File: src/rtl/x_lut5_cfg_loader_pkg.sv
// x_lut5_pkg: shared types and sizes for the run-time reconfigurable LUT5 loader.
//   TABLE_W : truth table width (one bit per 5-bit address)
//   CNT_W   : width of the serial shift bit counter
//   table_t : truth table word
//   state_e : loader FSM states
package x_lut5_pkg;
    localparam int TABLE_W = 32;
    localparam int CNT_W   = 5;

    typedef logic [TABLE_W-1:0] table_t;

    typedef enum logic [1:0] {
        IDLE   = 2'd0,
        SHIFT  = 2'd1,
        COMMIT = 2'd2
    } state_e;
endpackage

File: src/rtl/x_lut5_cfg_loader_if.sv
// x_lut5_cfg_loader_if: configuration handshake bundle between an upstream
// controller (master) and the LUT5 loader (slave).
//   CFG_DATA  : new truth table, bit n = output for address n
//   CFG_VALID : CFG_DATA valid, held until CFG_READY
//   CFG_READY : loader can accept a word
//   CFG_BUSY  : shift or commit in progress
//   CFG_DONE  : one-cycle pulse when the new table becomes active
// Optional (X_LUT5_CFG_PARITY_EN):
//   CFG_PAR   : even parity over CFG_DATA
//   CFG_ERR   : one-cycle pulse when a word is rejected for bad parity
interface x_lut5_cfg_loader_if;
    import x_lut5_pkg::*;

    table_t CFG_DATA;
    logic   CFG_VALID;
    logic   CFG_READY;
    logic   CFG_BUSY;
    logic   CFG_DONE;
`ifdef X_LUT5_CFG_PARITY_EN
    logic   CFG_PAR;
    logic   CFG_ERR;

    modport master (output CFG_DATA, CFG_VALID, CFG_PAR,
                    input  CFG_READY, CFG_BUSY, CFG_DONE, CFG_ERR);
    modport slave  (input  CFG_DATA, CFG_VALID, CFG_PAR,
                    output CFG_READY, CFG_BUSY, CFG_DONE, CFG_ERR);
`else
    modport master (output CFG_DATA, CFG_VALID,
                    input  CFG_READY, CFG_BUSY, CFG_DONE);
    modport slave  (input  CFG_DATA, CFG_VALID,
                    output CFG_READY, CFG_BUSY, CFG_DONE);
`endif
endinterface

File: src/rtl/x_lut5_cfg_loader_shifter.sv
// x_lut5_cfg_shifter: input holding register, serial shadow table, bit counter
// and cascade output for the LUT5 loader.
//   clk, rst   : clock, synchronous active-high reset
//   load_i     : capture data_i into the holding register, clear counter
//   data_i     : word to capture
//   shift_i    : shift one hold bit (MSB first) into the shadow table
//   shadow_o   : shadow table contents
//   cdo_o      : shadow bit 31 (bit leaving the shadow on the next shift)
//   last_o     : the current shift moves the final bit
// Optional (X_LUT5_CFG_PARITY_EN):
//   par_i      : parity bit captured with the word
//   par_err_o  : captured word and parity bit have odd combined parity
module x_lut5_cfg_shifter
    import x_lut5_pkg::*;
#(
    parameter table_t INIT = '0
) (
    input  logic   clk,
    input  logic   rst,
    input  logic   load_i,
    input  table_t data_i,
    input  logic   shift_i,
`ifdef X_LUT5_CFG_PARITY_EN
    input  logic   par_i,
    output logic   par_err_o,
`endif
    output table_t shadow_o,
    output logic   cdo_o,
    output logic   last_o
);
    table_t           hold_q;
    table_t           shadow_q;
    logic [CNT_W-1:0] cnt_q;
`ifdef X_LUT5_CFG_PARITY_EN
    logic             par_q;
`endif

    always_ff @(posedge clk) begin
        if (rst) begin
            hold_q   <= '0;
            shadow_q <= INIT;
            cnt_q    <= '0;
`ifdef X_LUT5_CFG_PARITY_EN
            par_q    <= 1'b0;
`endif
        end else if (load_i) begin
            hold_q <= data_i;
            cnt_q  <= '0;
`ifdef X_LUT5_CFG_PARITY_EN
            par_q  <= par_i;
`endif
        end else if (shift_i) begin
            // ~cnt_q == 31 - cnt_q: feed hold bits MSB first
            shadow_q <= {shadow_q[TABLE_W-2:0], hold_q[~cnt_q]};
            cnt_q    <= cnt_q + CNT_W'(1);
        end
    end

    assign shadow_o = shadow_q;
    assign cdo_o    = shadow_q[TABLE_W-1];
    assign last_o   = (cnt_q == {CNT_W{1'b1}});
`ifdef X_LUT5_CFG_PARITY_EN
    assign par_err_o = (^hold_q) ^ par_q;
`endif
endmodule

File: src/rtl/x_lut5_cfg_loader.sv
// x_lut5_cfg_loader: run-time reconfigurable 5-input LUT. A 32-bit truth table
// arrives over a valid/ready handshake, is shifted serially into a shadow
// table and then committed atomically to the active table driving O.
//   CLK, RST      : clock, synchronous active-high reset
//   cfg (slave)   : configuration handshake (see x_lut5_cfg_loader_if)
//   ADR0..ADR4    : lookup address, ADR4 is the MSB
//   O             : combinational lookup of the active table
//   O_Q           : O registered on CLK
//   CDO           : serial cascade out (shadow bit 31)
// Parameters: INIT (reset table), LOC (placement only, no function).
// Build option: define X_LUT5_CFG_PARITY_EN to add CFG_PAR/CFG_ERR checking;
// a word with bad parity is not committed.
module x_lut5_cfg_loader
    import x_lut5_pkg::*;
#(
    parameter table_t INIT = 32'h00000000,
    parameter         LOC  = "UNPLACED"
) (
    input  logic                  CLK,
    input  logic                  RST,
    x_lut5_cfg_loader_if.slave    cfg,
    input  logic                  ADR0,
    input  logic                  ADR1,
    input  logic                  ADR2,
    input  logic                  ADR3,
    input  logic                  ADR4,
    output logic                  O,
    output logic                  O_Q,
    output logic                  CDO
);
    state_e state_q;
    table_t active_q;
    logic   ready_q, busy_q, done_q, o_q;
    table_t shadow;
    logic   last;
    logic   par_bad;
    logic   load, shift;

    assign load  = (state_q == IDLE) && cfg.CFG_VALID;
    assign shift = (state_q == SHIFT);

    x_lut5_cfg_shifter #(.INIT(INIT)) u_shifter (
        .clk       (CLK),
        .rst       (RST),
        .load_i    (load),
        .data_i    (cfg.CFG_DATA),
        .shift_i   (shift),
`ifdef X_LUT5_CFG_PARITY_EN
        .par_i     (cfg.CFG_PAR),
        .par_err_o (par_bad),
`endif
        .shadow_o  (shadow),
        .cdo_o     (CDO),
        .last_o    (last)
    );

`ifdef X_LUT5_CFG_PARITY_EN
    logic err_q;
    assign cfg.CFG_ERR = err_q;
`else
    assign par_bad = 1'b0;
`endif

    always_ff @(posedge CLK) begin
        if (RST) begin
            state_q  <= IDLE;
            active_q <= INIT;
            ready_q  <= 1'b1;
            busy_q   <= 1'b0;
            done_q   <= 1'b0;
            o_q      <= 1'b0;
`ifdef X_LUT5_CFG_PARITY_EN
            err_q    <= 1'b0;
`endif
        end else begin
            o_q    <= O;
            done_q <= 1'b0;
`ifdef X_LUT5_CFG_PARITY_EN
            err_q  <= 1'b0;
`endif
            case (state_q)
                IDLE: begin
                    if (cfg.CFG_VALID) begin
                        state_q <= SHIFT;
                        ready_q <= 1'b0;
                        busy_q  <= 1'b1;
                    end
                end
                SHIFT: begin
                    if (last) state_q <= COMMIT;
                end
                COMMIT: begin
                    state_q <= IDLE;
                    ready_q <= 1'b1;
                    busy_q  <= 1'b0;
                    // DONE/ERR land on the same edge the table would switch
                    if (par_bad) begin
`ifdef X_LUT5_CFG_PARITY_EN
                        err_q <= 1'b1;
`endif
                    end else begin
                        active_q <= shadow;
                        done_q   <= 1'b1;
                    end
                end
                default: begin
                    state_q <= IDLE;
                    ready_q <= 1'b1;
                    busy_q  <= 1'b0;
                end
            endcase
        end
    end

    // Only the committed table is ever visible on O
    assign O             = active_q[{ADR4, ADR3, ADR2, ADR1, ADR0}];
    assign O_Q           = o_q;
    assign cfg.CFG_READY = ready_q;
    assign cfg.CFG_BUSY  = busy_q;
    assign cfg.CFG_DONE  = done_q;
endmodule

File: src/flat_wrapper.sv
// flat-port wrapper written by rule: the top's interface ports become plain ports
module x_lut5_cfg_loader_flat import x_lut5_pkg::*;
#(
    parameter table_t INIT = 32'h00000000,
    parameter         LOC  = "        "
)
  (CLK, RST, ADR0, ADR1, ADR2, ADR3, ADR4, O, O_Q, CDO, cfg_CFG_DATA, cfg_CFG_VALID, cfg_CFG_READY, cfg_CFG_BUSY, cfg_CFG_DONE);
  x_lut5_cfg_loader_if cfg_i ();
  input  logic CLK;
  input  logic RST;
  input  logic ADR0;
  input  logic ADR1;
  input  logic ADR2;
  input  logic ADR3;
  input  logic ADR4;
  output logic O;
  output logic O_Q;
  output logic CDO;
  input wire logic [$bits(cfg_i.CFG_DATA)-1:0] cfg_CFG_DATA;
  input wire logic [$bits(cfg_i.CFG_VALID)-1:0] cfg_CFG_VALID;
  output wire logic [$bits(cfg_i.CFG_READY)-1:0] cfg_CFG_READY;
  output wire logic [$bits(cfg_i.CFG_BUSY)-1:0] cfg_CFG_BUSY;
  output wire logic [$bits(cfg_i.CFG_DONE)-1:0] cfg_CFG_DONE;
  assign cfg_i.CFG_DATA = cfg_CFG_DATA;
  assign cfg_i.CFG_VALID = cfg_CFG_VALID;
  assign cfg_CFG_READY = cfg_i.CFG_READY;
  assign cfg_CFG_BUSY = cfg_i.CFG_BUSY;
  assign cfg_CFG_DONE = cfg_i.CFG_DONE;
  x_lut5_cfg_loader #(.INIT(INIT), .LOC(LOC)) u_core (.CLK(CLK), .RST(RST), .cfg(cfg_i), .ADR0(ADR0), .ADR1(ADR1), .ADR2(ADR2), .ADR3(ADR3), .ADR4(ADR4), .O(O), .O_Q(O_Q), .CDO(CDO));
endmodule
File: config.mk
export PLATFORM = sky130hd
export DESIGN_NAME = x_lut5_cfg_loader_flat
export DESIGN_NICKNAME = d
export VERILOG_FILES = /design/src/rtl/x_lut5_cfg_loader_pkg.sv /design/src/rtl/x_lut5_cfg_loader_if.sv /design/src/rtl/x_lut5_cfg_loader_shifter.sv /design/src/rtl/x_lut5_cfg_loader.sv /design/src/flat_wrapper.sv
export SDC_FILE = /design/constraint.sdc
export NUM_CORES = 1
export LEC_CHECK = 0
export BUFFER_PORTS_ARGS = -buffer_cell sky130_fd_sc_hd__buf_2
export CAP_MARGIN = 20
export CORE_AREA = 8 8 94 96
export DETAILED_ROUTE_END_ITERATION = 8
export DIE_AREA = 0 0 102 104
export PLACE_DENSITY = 0.81
export SLEW_MARGIN = 20
export SYNTH_ARGS = -nofsm -noshare
export SYNTH_HDL_FRONTEND = slang
export SYNTH_HIERARCHICAL = 1
export SYNTH_SLANG_ARGS = --single-unit
File: constraint.sdc
create_clock -name CLK -period 5.5 [get_ports CLK]
set_input_delay 1.375 -clock CLK [delete_from_list [all_inputs] [get_ports CLK]]
set_output_delay 1.375 -clock CLK [all_outputs]
set_load 0.01 [all_outputs]
==> out/metrics.cfg, run 1 <==
[yosys]
synth_seq_cells=107
synth_warnings=6
syn-instance-count=512
synth.area.top_cells=dfxtp_1, mux2i_1, nand2_1
synth_top_cell_area_share_pct=47.8
syn-num-nets=554
ys_types=35
ys_seq_area_share_pct=47.8
syn-cell-area_um2=4480
synth-edff-count=0
synth_top_cell_by_area=dfxtp_1
synthArstFlopShare_pct=0
syn_avg_cell_area_um2=8.74
synth_ff_type=dfxtp_1

[clocking]
clockRootBuffer=clkbuf_8
clk_pin_slew_ps=90
clock_latency_ps=350
cts_tree=yes
cts_hold_buffers=0
post-cts-setup-buffers=0
ctsResizeCount=0
cts_inserted_buffers=9
cts_buffer_depth=2
cts-htree-levels=3
cts_sinks=107

[power_and_ir_drop]
combPwrFrac_pct=8.1
p_int_mw=1.14
clkPwrFrac_pct=37.0
netSwitchingFraction_pct=22.4
seqPwrFrac_pct=54.9
leakagePower_nw=1.80
p_switching_uw=330
peakVddDrop_uv=155
powerDensity_nw_per_um2=301

[timing]
skew_ps=7.25
finalSetupTns_ps=0
rsz0062_at_grt=false
slew_headroom_pct=30.3
worst-slew-pin-transition_ps=1050
period_needed_ps=4270
max_freq_mhz=234
finalMaxSlewViolations=0
whs_ps=464
fin_crit_sh_pct=77.7
hold_viol_final=0
setup_violations=0

[worst_setup_path]
endpoint_kind=output pin
cpPeakStageDelay_ps=360
r2r_start=u_core/state_q[0]
cp_common_cell=buf_2
cp-start-kind=input port
r2r_end=u_core/u_shifter/shadow_o[0]
cp.arrival_ps=2900
rrSetupSlack_ps=3030
critPathSlowestCell=buf_2
crit_type=input port to output pin
worstPathRequired_ps=4120
r2r_cells=9
crit_chain=buf_2, mux2i_1, a22o_1, a2111oi_2, a22oi_1, nand3_1, buf_2
worst-path-max-fanout=16

[floorplanning]
initial_core_util_pct=60.1
die_w_um=102
boundaryPins=46
core_um2=7450
rows=32
dieArea_um2=10600
die_y_um=104

[route]
wl_per_cell_um=14.0
drc_errors=0
dr.pass1.iters=4
vias=3468
vias_per_cell=5.44
drt.antenna.violating_nets=0
drt_wl_total_um=8910
drt_iter0_markers=181

[run]
cap_viol_max_count=0

[finish]
seqCellArea_um2=2140
area_delta_synth_final_pct=8.92
diodes=0
final_core_util_pct=65.5
multi_input_area_um2=2100
fill_cells=649
fin_nets=573
fin_area_um2=4880
drive_above_1_share_pct=13.4

[global_routing]
track_usage_pct=17.2
antenna_found_initial=0
grt_first_pass_wirelength_um=15200
grt_max_degree=109
grt_pass1_vias=3493
overflow=0

[place]
dp_hpwl_um=5920
place_area_um2=4640
place.gp.congestion=0.864
port_buffers=45

[run_status]
outcome=completed

[worst_hold_path]
min_path_cells=2
hold_end=u_core/active_q[16]
min-delay-start=u_core/active_q[16]
hold_class=flop to flop

[cell usage after synthesis (3+ instances only)]
master / count
nand3_1: 5
nand4_1: 5
a21oi_1: 70
mux2i_1: 61
a31oi_1: 4
nand2b_1: 5
buf_6: 5
inv_1: 4
nor3_1: 6
buf_4: 5
a22oi_1: 4
dfxtp_1: 107
and2b_1: 3
a22o_1: 3
nor2_1: 38
buf_2: 11
nor2b_1: 7
clkbuf_1: 16
nand2_1: 131
[cell families (layout without fill, tap and decap cells)]
kind of cell,Yosys count,after routing,synth area share (%)
AOI/OAI and AO/OA,90,90,12.3
xor gates and xnor gates,3,3,0.587
adders and majority gates,2,2,0.559
buffers and inverters,44,68,5.62
DFF,107,107,47.8
muxes,62,62,14.1
and+or+nand+nor,204,204,18.9
[how the worst max path moves through the flow]
stage | cells after the start | slack [ps] | from | endpoint
5_1_grt | 7 | 1110 | ADR1 | O
6_report | 7 | 1230 | ADR1 | O
3_3_place_gp | 7 | 1340 | ADR1 | O
4_1_cts | 7 | 1200 | ADR1 | O
3_5_place_dp | 7 | 1210 | ADR1 | O
2_1_floorplan | 6 | 1730 | ADR1 | O
[final cells by class]
type / count / area share, %
clock buffers: 13 / 3.46
clock inverters: 3 / 1.41
inverters: 4 / 0.308
multi-input cells: 361 / 43.1
flip-flops and latches: 107 / 43.9
well taps: 102 / 2.62
repair buffers: 48 / 5.13
[critical path, delay by kind of cell]
| kind | cells | cell delay [ps] |
|---|---|---|
| mux | 1 | 150 |
| simple gates | 1 | 100 |
| buf+inv | 2 | 490 |
| compound gates | 3 | 770 |
[cells in the final DEF, fill, tap and decap left out, types with 5 or more instances in the layout]
cell type	Yosys	routed
a21oi_1	70	70
nand4_1	5	5
nand3_1	5	5
mux2i_1	61	61
nor2_1	38	37
buf_2	11	44
clkbuf_8	0	12
nor2b_1	7	5
nand2_1	131	131
dfxtp_1	107	107
nor3_1	6	6
[stage by stage]
stage | std cells | setup WS, ps | total power [mW]
3_5_place_dp | 622 | 1210 | 0.944
3_3_place_gp | 622 | 1340 | 0.939
6_report | 638 | 1230 | 1.47
5_1_grt | 638 | 1110 | 1.53
2_1_floorplan | 512 | 1730 | 0.913
4_1_cts | 638 | 1200 | 1.48
[state kept, by name, summed over array words and instances, names as in the netlist]
name and flops:
u_core/active_q 32, u_core/u_shifter/hold_q 32, u_core/u_shifter/shadow_o 32, u_core/u_shifter/cnt_q 5
u_core/state_q 2, u_core/O_Q 1, u_core/cfg.CFG_BUSY 1, u_core/cfg.CFG_DONE 1
u_core/cfg.CFG_READY 1
[layer usage]
layer / global-route usage (%) / wire length [um] / up-vias
li1: - / - / 1748
met5: 0 / 0 / -
met1: 20.7 / 4080 / 1642
met3: 4.95 / 464 / 9
met4: 5.56 / 93 / 0
met2: 28.3 / 4280 / 69
[power by group through the flow]
stage,Sequential (mW),Clock [mW],Combinational (mW)
3_5_place_dp,0.824,0,0.119
5_1_grt,0.809,0.592,0.132
4_1_cts,0.806,0.557,0.120
3_3_place_gp,0.823,0,0.116
2_1_floorplan,0.820,0,0.0935
6_report,0.807,0.544,0.119
Power figures use the tool's default switching activity.
==> run 2, diff against run 1 <==
--- a/config.mk
+++ b/config.mk
@@ -7,10 +7,10 @@
 export LEC_CHECK = 0
 export BUFFER_PORTS_ARGS = -buffer_cell sky130_fd_sc_hd__buf_2
 export CAP_MARGIN = 20
-export CORE_AREA = 8 8 94 96
+export CORE_AREA = 8 8 101 103
 export DETAILED_ROUTE_END_ITERATION = 8
-export DIE_AREA = 0 0 102 104
-export PLACE_DENSITY = 0.81
+export DIE_AREA = 0 0 109 111
+export PLACE_DENSITY = 0.74
 export SLEW_MARGIN = 20
 export SYNTH_ARGS = -nofsm -noshare
 export SYNTH_HDL_FRONTEND = slang
==> constraint.sdc (replaced) <==
create_clock -name CLK -period 3.5 [get_ports CLK]
set_input_delay 0.875 -clock CLK [delete_from_list [all_inputs] [get_ports CLK]]
set_output_delay 0.875 -clock CLK [all_outputs]
set_load 0.01 [all_outputs]
==> run 2 against run 1 <==
Effect of this change: first-iteration DRC count is 39% lower; power rose by 46%; setup slack worse by 830 ps; sequential share of layout area increased by 0.26 points; sequential power grew 57%.
==> out/metrics.cfg, run 2 (same netlist as run 1, synthesis figures left out) <==
[run_status]
outcome=completed

[place]
port_buffers=45  ; unchanged
dp_hpwl_um=6140  ; +3.8%
dp_cells=632  ; +1.6%
place.gp.congestion=0.871  ; +0.76%

[floorplanning]
die_y_um=111  ; +6.7%
boundaryPins=46  ; unchanged
die_w_um=109  ; +6.9%
rows=34  ; +6.3%
core_um2=8550  ; +15%
dieArea_um2=12100  ; +14%
initial_core_util_pct=52.4  ; -7.8 points

[timing]
max_freq_mhz=322
fin_crit_sh_pct=88.6
skew_ps=11.5  ; +4.27 ps
worst-slew-pin-transition_ps=778  ; -267 ps
finalMaxSlewViolations=0  ; unchanged
hold_viol_final=0  ; unchanged
rsz0062_at_grt=false
setup_violations=0  ; unchanged
finalSetupTns_ps=0  ; unchanged
slew_headroom_pct=48.1  ; +18 points
period_needed_ps=3100
whs_ps=458  ; -6.24 ps

[power_and_ir_drop]
p_switching_uw=549  ; +66%
netSwitchingFraction_pct=25.6  ; +3.2 points
power_mw=2.14  ; +46%
seqPwrFrac_pct=59.2  ; +4.3 points
peakVddDrop_uv=287  ; +86%
clkPwrFrac_pct=31.9  ; -5.1 points
p_int_mw=1.59  ; +40%
combPwrFrac_pct=8.9  ; +0.8 points
leakagePower_nw=1.79  ; -0.55%
powerDensity_nw_per_um2=441  ; +46%

[clocking]
ctsResizeCount=0  ; unchanged
cts_inserted_buffers=9  ; unchanged
cts_hold_buffers=0  ; unchanged
clockRootBuffer=clkbuf_8
clk_pin_slew_ps=100  ; about the same
post-cts-setup-buffers=0  ; unchanged
cts_sinks=107  ; unchanged
cts-htree-levels=3  ; unchanged
cts_tree=yes
clock_latency_ps=370  ; +20 ps
cts_buffer_depth=2  ; unchanged

[global_routing]
grt_max_degree=71  ; -35%
antenna_found_initial=0  ; unchanged
grt_pass1_vias=3362  ; -3.8%
track_usage_pct=15.1  ; -2.0 points
overflow=0  ; unchanged
grt_first_pass_wirelength_um=15100  ; -0.68%

[route]
dr.pass1.iters=4  ; unchanged
vias_per_cell=5.38  ; -0.95%
wl_met3_um=424  ; -8.6%
drt_iter0_markers=110  ; -39%
top_layer=met4
wl_met1_um=4150  ; +1.9%
vias=3489  ; +0.61%
wl_per_cell_um=13.8  ; -1.1%
drc_errors=0  ; unchanged
wl_met2_um=4170  ; -2.6%
drt.antenna.violating_nets=0  ; unchanged
drt_wl_total_um=8950  ; +0.44%

[run]
cap_viol_max_count=0  ; unchanged

[worst_setup_path]
worst-path-max-fanout=9  ; -7
cp-start-kind=input port
worstPathRequired_ps=2620  ; -1500 ps
crit_type=input port to output pin
cp.arrival_ps=2230  ; -670 ps
rrSetupSlack_ps=1350  ; -1680 ps
endpoint_kind=output pin

[finish]
area_delta_synth_final_pct=8.27
fin_cells=648  ; +1.6%
multi_input_area_um2=2100  ; -0.24%
mostFrequentLayoutCells=nand2_1, dfxtp_1, a21oi_1
seqCellArea_um2=2140  ; unchanged
diodes=0  ; unchanged
final_common_cell=nand2_1
final_core_util_pct=56.7  ; -8.8 points
fin_nets=577  ; +0.70%
fill_cells=779  ; +20%
drive_above_1_share_pct=14.3  ; +0.83 points

[worst_hold_path]
hold_class=flop to flop

-- run 2: cell count changes in the layout (fill, tap and decap cells not counted), sizes merged --
cell and change:
buf +4, clkbuf -4, clkinv +4, bufinv -2, clkinvlp +1, inv +1
-- run 2: worst paths after layout --
| check | startpoint | end | cells past startpoint |
|---|---|---|---|
| worst min-delay path | u_core/cfg.CFG_BUSY | u_core/cfg.CFG_BUSY | 2 |
| worst min register to register | u_core/cfg.CFG_BUSY | u_core/cfg.CFG_BUSY | 2 |
| worst max-delay path | ADR1 | O | 7 |
| worst max register to register | u_core/state_q[1] | u_core/u_shifter/shadow_o[31] | 5 |
-- run 2: power groups by stage --
stage          Combinational (mW)  Sequential, mW  Clock [mW]
3_5_place_dp                0.190            1.29           0
3_3_place_gp                0.184            1.29           0
2_1_floorplan               0.147            1.29           0
6_report                    0.191            1.27       0.682
4_1_cts                     0.190            1.27       0.713
5_1_grt                     0.210            1.27       0.763
-- run 2: final cells by class --
cell class	instances	share of cell area [%]
timing repair buffer	52	5.78
multi-input combinational	361	43.3
clock buffer	9	2.56
inverter	4	0.310
clock inverter	7	1.08
tap	108	2.79
sequential	107	44.2
-- run 2: per-stage QoR --
stage / instance area (um2) / setup slack (ps)
3_3_place_gp: 4670 / 503
6_report: 4850 / 399
2_1_floorplan: 4480 / 729
5_1_grt: 4850 / 310
3_5_place_dp: 4670 / 429
4_1_cts: 4840 / 428
-- run 2: layer usage --
metal  vias up  track usage (%)
met2        71             23.6
met3        18             4.01
met4         0             7.67
met5         -                0
met1      1633             18.6
li1       1767                -
-- run 2: worst max-delay path, cell delays in order --
cell	delay, ps
buf_2	220
buf_4	250
mux2i_1	120
a2111oi_2	370
a22oi_1	150
nand3_1	100
buf_2	130
